File: config.mk
export PLATFORM = sky130hd
export DESIGN_NAME = seq_player_matcher_flat
export DESIGN_NICKNAME = d
export VERILOG_FILES = /design/src/rtl/seq_player_matcher_if.sv /design/src/rtl/seq_player_matcher.sv /design/src/flat_wrapper.sv
export SDC_FILE = /design/constraint.sdc
export NUM_CORES = 1
export LEC_CHECK = 0
export BUFFER_PORTS_ARGS = -buffer_cell sky130_fd_sc_hd__buf_2
export CORE_AREA = 2 2 75 70
export CTS_BUF_LIST = sky130_fd_sc_hd__clkbuf_4
export DETAILED_ROUTE_END_ITERATION = 8
export DIE_AREA = 0 0 77 72
export HOLD_SLACK_MARGIN = 0.05
export PLACE_DENSITY = 0.77
export SYNTH_ARGS = -nofsm -noshare
export SYNTH_HDL_FRONTEND = slang
export SYNTH_SLANG_ARGS = --single-unit
File: constraint.sdc
create_clock -name Clk -period 3 [get_ports Clk]
set_input_delay 0.15 -clock Clk [delete_from_list [all_inputs] [get_ports Clk]]
set_output_delay 0.15 -clock Clk [all_outputs]
set_load 0.1 [all_outputs]
File: src/rtl/seq_player_matcher_if.sv
// ============================================================================
// Module : seq_player_matcher_if
// Brief  : Round-control and progress bus between game controller and the
//          per-player sequence matcher.
// Rev    : 1.0
// ============================================================================
`default_nettype none

interface seq_player_matcher_if;
  logic        Start;
  logic [15:0] Pattern;
  logic [3:0]  Key;
  logic        KeyValid;
  logic [3:0]  Prog;
  logic        Done;
  logic        TimedOut;
  logic        Failed;
  logic        Busy;
  logic [15:0] TimeLeft;
  logic [2:0]  Misses;

  modport master (
    output Start, Pattern, Key, KeyValid,
    input  Prog, Done, TimedOut, Failed, Busy, TimeLeft, Misses
  );

  modport slave (
    input  Start, Pattern, Key, KeyValid,
    output Prog, Done, TimedOut, Failed, Busy, TimeLeft, Misses
  );
endinterface

`default_nettype wire

File: src/rtl/seq_player_matcher.sv
// ============================================================================
// Module : seq_player_matcher
// Brief  : Per-player 4-step sequence-entry engine with round timer and
//          wrong-key limit; drives the progress vector read by the checker.
// Rev    : 1.0
// ============================================================================
`default_nettype none

module seq_player_matcher #(
  parameter logic [15:0] TIMEOUT  = 16'd50000,
  parameter int          MAX_MISS = 3
) (
  input  wire                  Clk,
  input  wire                  Rst,
  seq_player_matcher_if.slave  bus
);

  localparam logic [2:0] S_IDLE = 3'd0;
  localparam logic [2:0] S_RUN  = 3'd1;
  localparam logic [2:0] S_DONE = 3'd2;
  localparam logic [2:0] S_TOUT = 3'd3;
  localparam logic [2:0] S_FAIL = 3'd4;

  localparam logic [2:0] C_MAX_MISS = 3'(MAX_MISS);

  logic [2:0]  state_q, state_d;
  logic [15:0] pat_q, pat_d;
  logic [1:0]  idx_q, idx_d;
  logic [3:0]  prog_q, prog_d;
  logic        done_q, done_d;
  logic        tout_q, tout_d;
  logic        fail_q, fail_d;
  logic        busy_q, busy_d;
  logic [15:0] tl_q, tl_d;
  logic [2:0]  miss_q, miss_d;

  logic [3:0]  w_sym;
  logic [2:0]  w_miss_inc;

  assign w_sym      = pat_q[{idx_q, 2'b00} +: 4];
  assign w_miss_inc = miss_q + 3'd1;

  always_comb begin
    state_d = state_q;
    pat_d   = pat_q;
    idx_d   = idx_q;
    prog_d  = prog_q;
    done_d  = done_q;
    tout_d  = tout_q;
    fail_d  = fail_q;
    busy_d  = busy_q;
    tl_d    = tl_q;
    miss_d  = miss_q;

    case (state_q)
      S_IDLE: begin
        if (bus.Start) begin
          state_d = S_RUN;
          pat_d   = bus.Pattern;
          idx_d   = 2'd0;
          prog_d  = 4'd0;
          miss_d  = 3'd0;
          done_d  = 1'b0;
          tout_d  = 1'b0;
          fail_d  = 1'b0;
          tl_d    = TIMEOUT;
          busy_d  = 1'b1;
        end
      end

      S_RUN: begin
        if (!bus.Start) begin
          state_d = S_IDLE;
          idx_d   = 2'd0;
          prog_d  = 4'd0;
          miss_d  = 3'd0;
          tl_d    = 16'd0;
          busy_d  = 1'b0;
          done_d  = 1'b0;
          tout_d  = 1'b0;
          fail_d  = 1'b0;
        end else if (tl_q == 16'd0) begin
          // Timer expiry beats any key strobed in the same cycle.
          state_d = S_TOUT;
          tout_d  = 1'b1;
          busy_d  = 1'b0;
        end else begin
          tl_d = tl_q - 16'd1;
          if (bus.KeyValid) begin
            if (bus.Key == w_sym) begin
              prog_d[idx_q] = 1'b1;
              idx_d         = idx_q + 2'd1;
              if (idx_q == 2'd3) begin
                state_d = S_DONE;
                done_d  = 1'b1;
                busy_d  = 1'b0;
              end
            end else begin
              prog_d = 4'd0;
              idx_d  = 2'd0;
              miss_d = w_miss_inc;
              if (w_miss_inc == C_MAX_MISS) begin
                state_d = S_FAIL;
                fail_d  = 1'b1;
                busy_d  = 1'b0;
              end
            end
          end
        end
      end

      S_DONE, S_TOUT, S_FAIL: begin
        if (!bus.Start) state_d = S_IDLE;
      end

      default: state_d = S_IDLE;
    endcase
  end

  always_ff @(posedge Clk or negedge Rst) begin
    if (!Rst) begin
      state_q <= S_IDLE;
      pat_q   <= 16'd0;
      idx_q   <= 2'd0;
      prog_q  <= 4'd0;
      done_q  <= 1'b0;
      tout_q  <= 1'b0;
      fail_q  <= 1'b0;
      busy_q  <= 1'b0;
      tl_q    <= 16'd0;
      miss_q  <= 3'd0;
    end else begin
      state_q <= state_d;
      pat_q   <= pat_d;
      idx_q   <= idx_d;
      prog_q  <= prog_d;
      done_q  <= done_d;
      tout_q  <= tout_d;
      fail_q  <= fail_d;
      busy_q  <= busy_d;
      tl_q    <= tl_d;
      miss_q  <= miss_d;
    end
  end

  assign bus.Prog     = prog_q;
  assign bus.Done     = done_q;
  assign bus.TimedOut = tout_q;
  assign bus.Failed   = fail_q;
  assign bus.Busy     = busy_q;
  assign bus.TimeLeft = tl_q;
  assign bus.Misses   = miss_q;

endmodule

`default_nettype wire

File: src/flat_wrapper.sv
// flat-port wrapper written by rule: the top's interface ports become plain ports
module seq_player_matcher_flat 
#(
  parameter logic [15:0] TIMEOUT  = 16'd50000,
  parameter int          MAX_MISS = 3
)
  (Clk, Rst, bus_Start, bus_Pattern, bus_Key, bus_KeyValid, bus_Prog, bus_Done, bus_TimedOut, bus_Failed, bus_Busy, bus_TimeLeft, bus_Misses);
  seq_player_matcher_if bus_i ();
  input  wire Clk;
  input  wire Rst;
  input wire logic [$bits(bus_i.Start)-1:0] bus_Start;
  input wire logic [$bits(bus_i.Pattern)-1:0] bus_Pattern;
  input wire logic [$bits(bus_i.Key)-1:0] bus_Key;
  input wire logic [$bits(bus_i.KeyValid)-1:0] bus_KeyValid;
  output wire logic [$bits(bus_i.Prog)-1:0] bus_Prog;
  output wire logic [$bits(bus_i.Done)-1:0] bus_Done;
  output wire logic [$bits(bus_i.TimedOut)-1:0] bus_TimedOut;
  output wire logic [$bits(bus_i.Failed)-1:0] bus_Failed;
  output wire logic [$bits(bus_i.Busy)-1:0] bus_Busy;
  output wire logic [$bits(bus_i.TimeLeft)-1:0] bus_TimeLeft;
  output wire logic [$bits(bus_i.Misses)-1:0] bus_Misses;
  assign bus_i.Start = bus_Start;
  assign bus_i.Pattern = bus_Pattern;
  assign bus_i.Key = bus_Key;
  assign bus_i.KeyValid = bus_KeyValid;
  assign bus_Prog = bus_i.Prog;
  assign bus_Done = bus_i.Done;
  assign bus_TimedOut = bus_i.TimedOut;
  assign bus_Failed = bus_i.Failed;
  assign bus_Busy = bus_i.Busy;
  assign bus_TimeLeft = bus_i.TimeLeft;
  assign bus_Misses = bus_i.Misses;
  seq_player_matcher #(.TIMEOUT(TIMEOUT), .MAX_MISS(MAX_MISS)) u_core (.Clk(Clk), .Rst(Rst), .bus(bus_i));
endmodule
==> reports/summary.txt, run 1 <==
Outcome = finished clean
PortBufs = 50
Commonest register cell after synthesis = dfrtp_1
Max Clock Skew = 0.0119 ns
Core ar. = 4740 um^2
Synth async-reset ratio = 1.00
Pwr per Cell Area = 1070 nW/um^2
Multiplexer share of the synthesized area = 0.124
Reg area = 1200 um^2
Hold endpoint = u_core.bus.TimeLeft[15]
Worst reg-to-reg path cell count = 8
Final net count = 340
Synth warn = 0
Final worst-path cycle share = 0.871
Yosys top cell area share = 0.478
RSZ-0062 raised after global routing = false
Max Slew Vio Count = 0
Fin cells = 375
Yosys cell types = 40
Drt pass-1 iters = 4
# rows = 24
Setup WS post-layout = 0.388 ns
Grt ovf = 0
Worst setup path class = reg2reg
Synth area leaders = dfrtp_1 48%, mux2_2 7.6%, mux4_2 3.6%
Commonest non-fill, non-tap cell in the layout = buf_2
Clock root buffer = clkbuf_4
First-pass GRT wire length = 9.72 mm
Synth Area in Adders = 0.0348
H-tree levels = 2
# clock sinks = 48
Largest net degree at the start of global routing = 49
Peak VDD IR = 0.591 mV
Final Core Density = 0.652
Post-placement cell count = 350
GR Util All Layers = 0.224
DRC Markers = 0
Worst r2r dst = u_core.state_q[1]
EDFF count, synth = 0
Hold path depth = 3
Crit start category = flop
Total CTS buffers = 5
Syn nets = 270
Vias in the first global route = 2022
Compound-Gate Fraction of Synth Area = 0.131
Worst Path Arrival = 2.88 ns
Fraction of layout instances using a drive strength above 1 = 0.290
Reg2reg start = u_core.bus.TimeLeft[0]
Num ports = 51
Final hold vios = 0
ANT cells = 0
Largest family of logic cells by synthesized area = simple AND/OR/NAND/NOR gates
Chip width = 77 um
HP Class = in2reg
Drt via density = 5.59
Area after DPL = 2840 um^2
CP endpoint kind = flop
Final setup viols = 0
Routed wire length per instance = 15.0 um
Seq/Total Area, Yosys = 0.478
P&R area growth vs syn = 23.0%
Worst slack at placement = 0.438 ns
Total vias in the final route = 2096
Yosys reg bits = 48
Clock buffer depth = 2
Syn avg cell area = 10.5 um^2
Max-cap violations = 0
Post-route ant nets = 0
Required time of the critical path = 3.26 ns
Fillers = 424
Xor/xnor cell area share of the yosys netlist = 0.0418
DIE HEIGHT = 72 um
Yosys top cell by area = dfrtp_1
Post-Syn Instances = 239
Post-layout minimum cycle time = 2.61 ns
Die area = 5540 um^2
Setup TNS = 0 ns
Most frequent cells in the layout = 50 x buf_2, 48 x dfrtp_1, 23 x nor2_1, 18 x nand2_1
Initial Util = 0.530
Multi-input gate area = 1220 um^2
Initial antenna violation count = 0
Post-CTS Setup Repair Bufs = 0
GP Congestion = 0.784
Leakage = 1.44 nW
CTS tree = built
Worst-Margin Slew = 1.04 ns
Final WL = 5.63 mm
Relative slew slack = 0.306
Fmax = 0.383 GHz
HPWL after DPL = 3.82 mm
Hold path start = bus_Start
Design area = 3090 um^2
Post-Synth Simple-Gate Area = 0.153
Clk_lat worst skew = 0.37 ns
Area of the mapped netlist = 2510 um^2
CTS clock-pin slew for the worst setup and hold paths = 0.14 ns
DRT iter0 DRCs = 189
Reg-to-reg slack, setup = 0.39 ns
Crit path max fanout = 9
per-layer routing:
| layer | GRT usage | part of all wire | wire length (um) |
|---|---|---|---|
| met2 | 0.375 | 0.51 | 2850 |
| met5 | 0 | 0 | 0 |
| met1 | 0.299 | 0.42 | 2370 |
| met4 | 0.0655 | 0.011 | 60 |
| met3 | 0.0473 | 0.060 | 340 |
area by class of cell:
type                            count  area share
Inverter                           14      0.0170
Sequential cell                    48       0.388
Multi-Input combinational cell    168       0.394
Tap cell                           65      0.0263
Clock inverter                      2      0.0113
Clock buffer                        6      0.0146
Timing Repair Buffer               72       0.148
worst max-delay path by stage:
stage	endpoint	startpoint
floorplan	u_core.state_q[1]	u_core.bus.TimeLeft[1]
global placement	u_core.state_q[1]	u_core.bus.TimeLeft[0]
detailed placement	u_core.state_q[1]	u_core.bus.TimeLeft[0]
CTS	u_core.state_q[1]	u_core.bus.TimeLeft[0]
global route	u_core.state_q[1]	u_core.bus.TimeLeft[0]
finish	u_core.state_q[1]	u_core.bus.TimeLeft[0]
cell usage after synthesis (2+ instances only):
master     number
a21oi_1        15
a2bb2oi_1       3
a31oi_1         6
a32oi_1         4
and2_1          3
buf_2           5
clkbuf_1        3
dfrtp_1        48
ha_1            7
inv_1          14
mux2_2         17
mux2i_1         2
mux4_2          4
nand2_1        18
nand3_1         7
nand4_1         2
nand4b_1        2
nor2_1         23
nor3_1          2
nor4_1          3
o21ai_0        17
o31ai_1         2
or3_1           4
or4_1           2
xnor2_1         6
xor2_1          6
worst max-delay path, cell delays in order, from the launching register on:
cell and delay [ns]:
dfrtp_1 0.45, inv_1 0.09, ha_1 0.16, or3b_1 0.44, nor3b_4 0.36, a31oi_1 0.32
nand3_2 0.20, o2bb2ai_2 0.14, mux2_1 0.35
flip-flops by register name (all words and copies together) (netlist names):
register,flops
u_core.bus.Busy,1
u_core.bus.Done,1
u_core.bus.Failed,1
u_core.bus.Misses,3
u_core.bus.Prog,4
u_core.bus.TimeLeft,16
u_core.bus.TimedOut,1
u_core.idx_q,2
u_core.pat_q,16
u_core.state_q,3
through the flow:
| step | total power (W) | hold slack, ns |
|---|---|---|
| after global placement | 0.00287 | 0.381 |
| after floorplan | 0.00255 | -0.146 |
| after detailed placement | 0.00291 | 0.385 |
| after CTS | 0.00332 | 0.124 |
| final | 0.00332 | 0.127 |
| after global routing | 0.00353 | 0.128 |
logic make-up (layout without fill, tap and decap cells):
kind of cell | after synthesis | count (layout)
AOI/OAI and AO/OA | 53 | 53
DFF | 48 | 48
buffers and inverters | 23 | 94
muxes | 24 | 24
xor gates and xnor gates | 12 | 12
adders and majority gates | 7 | 7
and+or+nand+nor | 72 | 72
power breakdown:
group	switching (W)	internal [W]
Sequential	0.000197	0.000866
Combinational	0.00130	0.000567
Clock	0.000207	0.000184
Total	0.00170	0.00162
repair_timing:
item                       in CTS  in global routing
gates resized for setup         0                  0
hold endpoints to repair       64                  0
setup endpoints to repair       0                  0
hold buffers                   17                  0
Power figures use the tool's default switching activity.
==> run 2, diff against run 1 <==
- ABC_AREA: default -> 1
- CORE_AREA: 2 2 75 70 -> 2 2 78 73
- DIE_AREA: 0 0 77 72 -> 0 0 80 75
==> run 2 against run 1 <==
Against the previous run:
- via count up 18%
- synthesized cell count up 38%
- first-iteration DRC count up 14%
- fmax up 34%
- clock skew up 0.0062 ns
- largest power group unchanged
- sequential share of layout area down 2.4 points
- sequential power down 4%
- flip-flop and latch count unchanged
==> reports/summary.txt, run 2 <==
Outcome = finished clean
Hold_buf cts = 17 (unchanged)
Max Slew Vio Count = 0 (unchanged)
Max Clock Skew = 0.0181 ns (+0.00619 ns)
Design area = 3290 um^2 (+6.5%)
Fraction of layout instances using a drive strength above 1 = 0.266 (-0.0247)
Worst-Margin Slew = 1.06 ns (+0.0220 ns)
CP startpoint = u_core.bus.TimeLeft[0]
Final hold vios = 0 (unchanged)
Peak VDD IR = 0.538 mV (-8.9%)
Chip width = 80 um (+3.9%)
Worst r2r dst = u_core.bus.Failed
Crit path max fanout = 18 (+9)
Post-Synth Simple-Gate Area = 0.295 (+0.142)
Largest family of logic cells by synthesized area = simple AND/OR/NAND/NOR gates
Synth warn = 0 (unchanged)
Yosys reg bits = 48 (unchanged)
ANT cells = 0 (unchanged)
Drt pass-1 iters = 5 (+1)
Core ar. = 5130 um^2 (+8.1%)
Area of the mapped netlist = 2750 um^2 (+9.5%)
Final worst-path cycle share = 0.651 (-0.220)
Clk_lat worst skew = 0.36 ns (about the same)
Xor/xnor cell area share of the yosys netlist = 0.0223 (-0.0195)
CTS clock-pin slew for the worst setup and hold paths = 0.13 ns (about the same)
Required time of the critical path = 3.25 ns (about the same)
Final WL = 6.05 mm (+7.6%)
Routed wire length per instance = 13.0 um (-13%)
CP endpoint = u_core.bus.Failed
Drt via density = 5.32 (-4.9%)
DRT iter0 DRCs = 215 (+14%)
EDFF count, synth = 0 (unchanged)
Setup TNS = 0 ns (unchanged)
Post-layout minimum cycle time = 1.95 ns (-0.659 ns)
GR Util All Layers = 0.219 (-0.00419)
Reg area = 1200 um^2 (unchanged)
CP endpoint kind = flop
Compound-Gate Fraction of Synth Area = 0.0809 (-0.0500)
Seq/Total Area, Yosys = 0.436 (-0.0415)
Commonest register cell after synthesis = dfrtp_1
Final net count = 429 (+26%)
Fmax = 0.512 GHz (+34%)
Initial antenna violation count = 0 (unchanged)
Multi-input gate area = 1360 um^2 (+12%)
P&R area growth vs syn = 19.6%
# clock sinks = 48 (unchanged)
Crit start category = flop
Initial Util = 0.537 (+0.00679)
Count leader, synth = nand2_1
Clock root buffer = clkbuf_4
Synth area leaders = dfrtp_1 44%, nand2_1 12%, mux2_2 6.5%
Clock buffer depth = 2 (unchanged)
Multiplexer share of the synthesized area = 0.0655 (-0.0590)
Syn nets = 360 (+33%)
Post-Syn Instances = 329 (+38%)
First-pass GRT wire length = 10.4 mm (+6.6%)
Post-CTS Setup Repair Bufs = 0 (unchanged)
Relative slew slack = 0.291 (-0.0147)
Largest net degree at the start of global routing = 49 (unchanged)
Synth Area in Adders = 0.0318 (-0.00303)
HPWL after DPL = 4.39 mm (+15%)
Reg-to-reg slack, setup = 1.05 ns (+0.66 ns)
Total vias in the final route = 2478 (+18%)
CTS tree = built
# rows = 25 (+4.2%)
Area after DPL = 3040 um^2 (+7.0%)
PostCTS Resize Cnt = 0 (unchanged)
Commonest non-fill, non-tap cell in the layout = nand2_1
Final setup viols = 0 (unchanged)
DRC Markers = 0 (unchanged)
HP Class = in2reg
Leakage = 1.69 nW (+18%)
Fillers = 442 (+4.2%)
Yosys top cell by area = dfrtp_1
Die area = 6000 um^2 (+8.2%)
Post-route ant nets = 0 (unchanged)
Grt ovf = 0 (unchanged)
PortBufs = 50 (unchanged)
Yosys top cell area share = 0.436 (-0.0415)
Worst reg-to-reg path cell count = 13 (+5)
Yosys cell types = 34 (-15%)
Syn avg cell area = 8.37 um^2 (-20%)
H-tree levels = 2 (unchanged)
Vias in the first global route = 2303 (+14%)
Pwr per Cell Area = 985 nW/um^2 (-8.2%)
Top cells by count, synth = 85 x nand2_1, 48 x dfrtp_1, 36 x nor2_1
DIE HEIGHT = 75 um (+4.2%)
Worst Path Arrival = 2.21 ns (-0.67 ns)
Total CTS buffers = 5 (unchanged)
GP Congestion = 0.893 (+14%)
Synth async-reset ratio = 1.00 (unchanged)
Most frequent cells in the layout = 85 x nand2_1, 50 x buf_2, 48 x dfrtp_1, 36 x nor2_1, 30 x inv_1
Max-cap violations = 0 (unchanged)
Worst setup path class = reg2reg
Reg2reg start = u_core.bus.TimeLeft[0]
RSZ-0062 raised after global routing = false
Num ports = 51 (unchanged)
run 2: cell types whose count changed in the layout (fill, tap and decap cells not counted), sizes merged, moves of 4 or more:
cell,change
or3,-4
inv,+23
xnor2,-4
buf,-5
nand2,+74
a32oi,-4
mux4,-4
nand3,+21
a31oi,-5
nor2,+19
run 2: layout make-up:
type	instances	area share
multi-input combinational	239	0.414
clock inverter	2	0.0106
inverter	37	0.0437
sequential	48	0.365
tap	67	0.0255
timing repair buffer	67	0.128
clock buffer	6	0.0137
run 2: kinds of logic (layout without fill, tap and decap cells):
group	after synthesis	after routing
AO/OA/AOI/OAI	37	37
XOR/XNOR	7	7
adder cells (fa/ha/maj)	7	7
buffers and inverters	42	112
flip-flops	48	48
multiplexers	16	16
AND/OR/NAND/NOR	172	172
run 2: how the worst min path moves through the flow:
stage	startpoint	to	slack (ns)	cells past startpoint
finish	bus_Start	u_core.bus.TimeLeft[14]	0.19	5
global route	bus_Start	u_core.bus.TimeLeft[6]	0.25	4
CTS	bus_Start	u_core.bus.TimeLeft[14]	0.18	5
detailed placement	bus_Pattern[12]	u_core.pat_q[12]	0.39	2
global placement	bus_Pattern[14]	u_core.pat_q[14]	0.38	2
floorplan	Rst	u_core.bus.Busy	-0.15	0
run 2: through the flow:
| step | util | hold slack, ns | std cells | worst slack [ns] | power, W |
|---|---|---|---|---|---|
| 6_report | 0.642 | 0.190 | 466 | 1.05 | 0.00324 |
| 5_1_grt | 0.642 | 0.253 | 466 | 0.850 | 0.00347 |
| 4_1_cts | 0.642 | 0.184 | 466 | 1.04 | 0.00325 |
| 3_5_place_dp | 0.593 | 0.386 | 441 | 1.06 | 0.00285 |
| 3_3_place_gp | 0.593 | 0.381 | 441 | 1.07 | 0.00280 |
| 2_1_floorplan | - | -0.146 | 329 | 0.628 | 0.00252 |
run 2: where the power goes:
part | switching, W | internal (W)
combinational | 0.00134 | 0.000497
clock | 0.000205 | 0.000184
sequential | 0.000160 | 0.000856
run 2: layer usage:
layer | part of all wire | track usage | vias to the layer above
met3 | 0.069 | 0.0492 | 18
met2 | 0.47 | 0.367 | 105
li1 | - | - | 1208
met1 | 0.44 | 0.294 | 1147
met4 | 0.021 | 0.0546 | 0
met5 | 0 | 0 | -
run 2: worst max-delay path, stage by stage, from the launching register on:
cell,delay (ns)
dfrtp_1,0.42
inv_1,0.10
ha_1,0.21
nand3_2,0.11
nor2_2,0.25
nand3_2,0.11
nand2_2,0.12
nor2_8,0.08
nand2_4,0.09
inv_2,0.07
nand2_4,0.10
inv_4,0.06
nand3_2,0.07
nand2_1,0.06
==> run 3, diff against run 2 <==
- clock period: 3 -> 1.9 ns (I/O delays scaled with it)
==> run 3 against run 2 <==
Against the previous run:
- critical path type unchanged
- hold slack lost 0.068 ns
- first-iteration DRC count decreased by 11%
- die area is the same
- final area grew 6.2%
- highest routed layer unchanged
- sequential power up 60%
- core utilization up 4.0 points
==> reports/summary.txt, run 3 (same netlist as run 2, synthesis figures left out) <==
Largest net degree at the start of global routing = 35 (-29%)
HP Class = in2reg
Fraction of layout instances using a drive strength above 1 = 0.353 (+0.0870)
Total CTS buffers = 5 (unchanged)
Fin cells = 481 (+3.2%)
Buf/Inv on CP = 1 (-2)
Final setup viols = 0 (unchanged)
First-pass GRT wire length = 10.3 mm (-0.40%)
Total vias in the final route = 2446 (-1.3%)
Register share of total power = 0.299 (-0.014)
DIE HEIGHT = 75 um (unchanged)
Routed wire length per instance = 13.0 um (+0.29%)
Worst r2r dst = u_core.state_q[0]
Worst Path Arrival = 2.15 ns (-0.06 ns)
Hold path depth = 5 (unchanged)
Worst-Margin Slew = 0.718 ns (-0.345 ns)
Fmax = 0.544 GHz (+6.2%)
Switching pwr = 0.00280 W (+64%)
Vias in the first global route = 2293 (-0.43%)
Outcome = finished clean
DRC Markers = 0 (unchanged)
Design area = 3500 um^2 (+6.2%)
Clk_lat worst skew = 0.37 ns (about the same)
Peak VDD IR = 0.818 mV (+52%)
Setup TNS = 0 ns (unchanged)
Final WL = 6.27 mm (+3.5%)
DRT iter0 DRCs = 192 (-11%)
RSZ-0062 raised after global routing = true
Initial antenna violation count = 0 (unchanged)
GR Util All Layers = 0.221 (+0.00173)
Pint = 0.00262 W (+71%)
HPWL after DPL = 4.49 mm (+2.1%)
Hold path start = bus_Start
Clock root buffer = clkbuf_4
Commonest non-fill, non-tap cell in the layout = nand2_1
Crit path max fanout = 3 (-15)
CP max stage delay = 0.50 ns (+0.08 ns)
Final Core Density = 0.681 (+0.0395)
Slowest CP cell = dfrtp_4
Hold endpoint = u_core.bus.TimeLeft[14]
Worst reg-to-reg path cell count = 10 (-3)
Final hold vios = 0 (unchanged)
Top cell by count, worst path = nand2_1
Post-layout minimum cycle time = 1.84 ns (-0.114 ns)
Most frequent cells in the layout = 85 x nand2_1, 51 x buf_2, 33 x nor2_1, 30 x dfrtp_1, 28 x inv_1
Chip width = 80 um (unchanged)
Final net count = 444 (+3.5%)
Drt pass-1 iters = 5 (unchanged)
Final worst-path cycle share = 0.968 (+0.317)
Max Clock Skew = 0.0122 ns (-0.00588 ns)
Relative slew slack = 0.521 (+0.230)
Post-route ant nets = 0 (unchanged)
Core ar. = 5130 um^2 (unchanged)
Clock share of power = 0.116 (-0.004)
Die area = 6000 um^2 (unchanged)
ANT cells = 0 (unchanged)
Required time of the critical path = 2.21 ns (-1.04 ns)
CP endpoint kind = flop
Worst setup path class = reg2reg
Grt ovf = 0 (unchanged)
Net Sw Frac = 0.517 (-0.00949)
Reg-to-reg slack, setup = 0.06 ns (-0.99 ns)
Leakage = 1.75 nW (+3.2%)
CTS tree = built
# rows = 25 (unchanged)
Crit start category = flop
Initial Util = 0.537 (unchanged)
Num ports = 51 (unchanged)
Max-cap violations = 0 (unchanged)
Crit-path leading delay family = simple AND/OR/NAND/NOR gates
PortBufs = 50 (unchanged)
P&R area growth vs syn = 27.0%
Area after DPL = 3160 um^2 (+3.8%)
Max Slew Vio Count = 0 (unchanged)
Drt via density = 5.09 (-4.4%)
Fillers = 418 (-5.4%)
Reg2reg start = u_core.bus.TimeLeft[0]
Critical-path cell list = inv_2, ha_4, nand2_1, nor2_1, nand3_1, nor3_1, nand2_1, nand2_1, nand4_1, nand2_1
GP Congestion = 0.924 (+3.6%)
Pwr per Cell Area = 1550 nW/um^2 (+58%)
Logic pwr share = 0.585 (+0.018)
H-tree levels = 2 (unchanged)
Post-placement cell count = 452 (+2.5%)
# clock sinks = 48 (unchanged)
Clock buffer depth = 2 (unchanged)
CTS clock-pin slew for the worst setup and hold paths = 0.14 ns (about the same)
[run 3: cell count changes in the layout (fill, tap and decap cells not counted), moves of 2 or more]
cell and delta:
nor2_1 -3, clkinv_4 +2, nor2_4 +2, inv_2 +2, buf_4 +13, dfrtp_1 -18, inv_1 -2, dfrtp_4 +2
dfrtp_2 +16
[run 3: timing repair]
item	4_1_cts	5_1_grt
setup endpoints to repair	0	14
gates resized for setup	0	11
buffers inserted	0	4
hold endpoints to repair	48	0
hold buffers	17	0
[run 3: area by class of cell]
| type | instances | area (um^2) | area share |
|---|---|---|---|
| Sequential cell | 48 | 1230 | 0.351 |
| Timing Repair Buffer | 82 | 543 | 0.155 |
| Clock buffer | 5 | 37.5 | 0.0107 |
| Multi-Input combinational cell | 239 | 1410 | 0.404 |
| Tap cell | 67 | 83.8 | 0.0240 |
| Inverter | 37 | 144 | 0.0412 |
| Clock inverter | 3 | 47.5 | 0.0136 |
[run 3: power groups by stage]
stage | sequential (W) | clock [W] | combinational (W)
detailed placement | 0.00164 | 0 | 0.00294
global placement | 0.00163 | 0 | 0.00290
floorplan | 0.00251 | 0 | 0.00151
CTS | 0.00162 | 0.000644 | 0.00298
finish | 0.00163 | 0.000627 | 0.00318
global route | 0.00167 | 0.000687 | 0.00344
[run 3: tightest hold or removal path, delay by kind of cell]
family / cells / cell delay (ns)
buffers and inverters: 2 / 0.18
AOI/OAI and AO/OA: 2 / 0.13
and+or+nand+nor: 1 / 0.07
[run 3: worst max-delay path by stage]
stage	slack, ns	cells after the start	startpoint	endpoint
floorplan	-0.02	12	u_core.bus.TimeLeft[0]	u_core.bus.Failed
global placement	0.13	12	u_core.bus.TimeLeft[0]	u_core.state_q[1]
detailed placement	0.06	13	u_core.bus.TimeLeft[0]	u_core.state_q[2]
CTS	0.05	13	u_core.bus.TimeLeft[0]	u_core.state_q[2]
global route	-0.02	10	u_core.bus.TimeLeft[0]	u_core.state_q[0]
finish	0.06	10	u_core.bus.TimeLeft[0]	u_core.state_q[0]
[run 3: per-layer routing]
layer,vias up,track usage,wire length (um)
met5,-,0,0
met4,0,0.0640,85
met3,9,0.0432,441
met2,91,0.367,2920
met1,1113,0.299,2820
li1,1233,-,-
[run 3: stage by stage]
| stage | hold slack (ns) | setup slack [ns] | power (W) |
|---|---|---|---|
| final | 0.123 | 0.0613 | 0.00543 |
| after global routing | 0.137 | -0.0225 | 0.00580 |
| after CTS | 0.112 | 0.0519 | 0.00524 |
| after detailed placement | 0.199 | 0.0604 | 0.00458 |
| after global placement | 0.187 | 0.127 | 0.00452 |
| after floorplan | -0.201 | -0.0210 | 0.00402 |
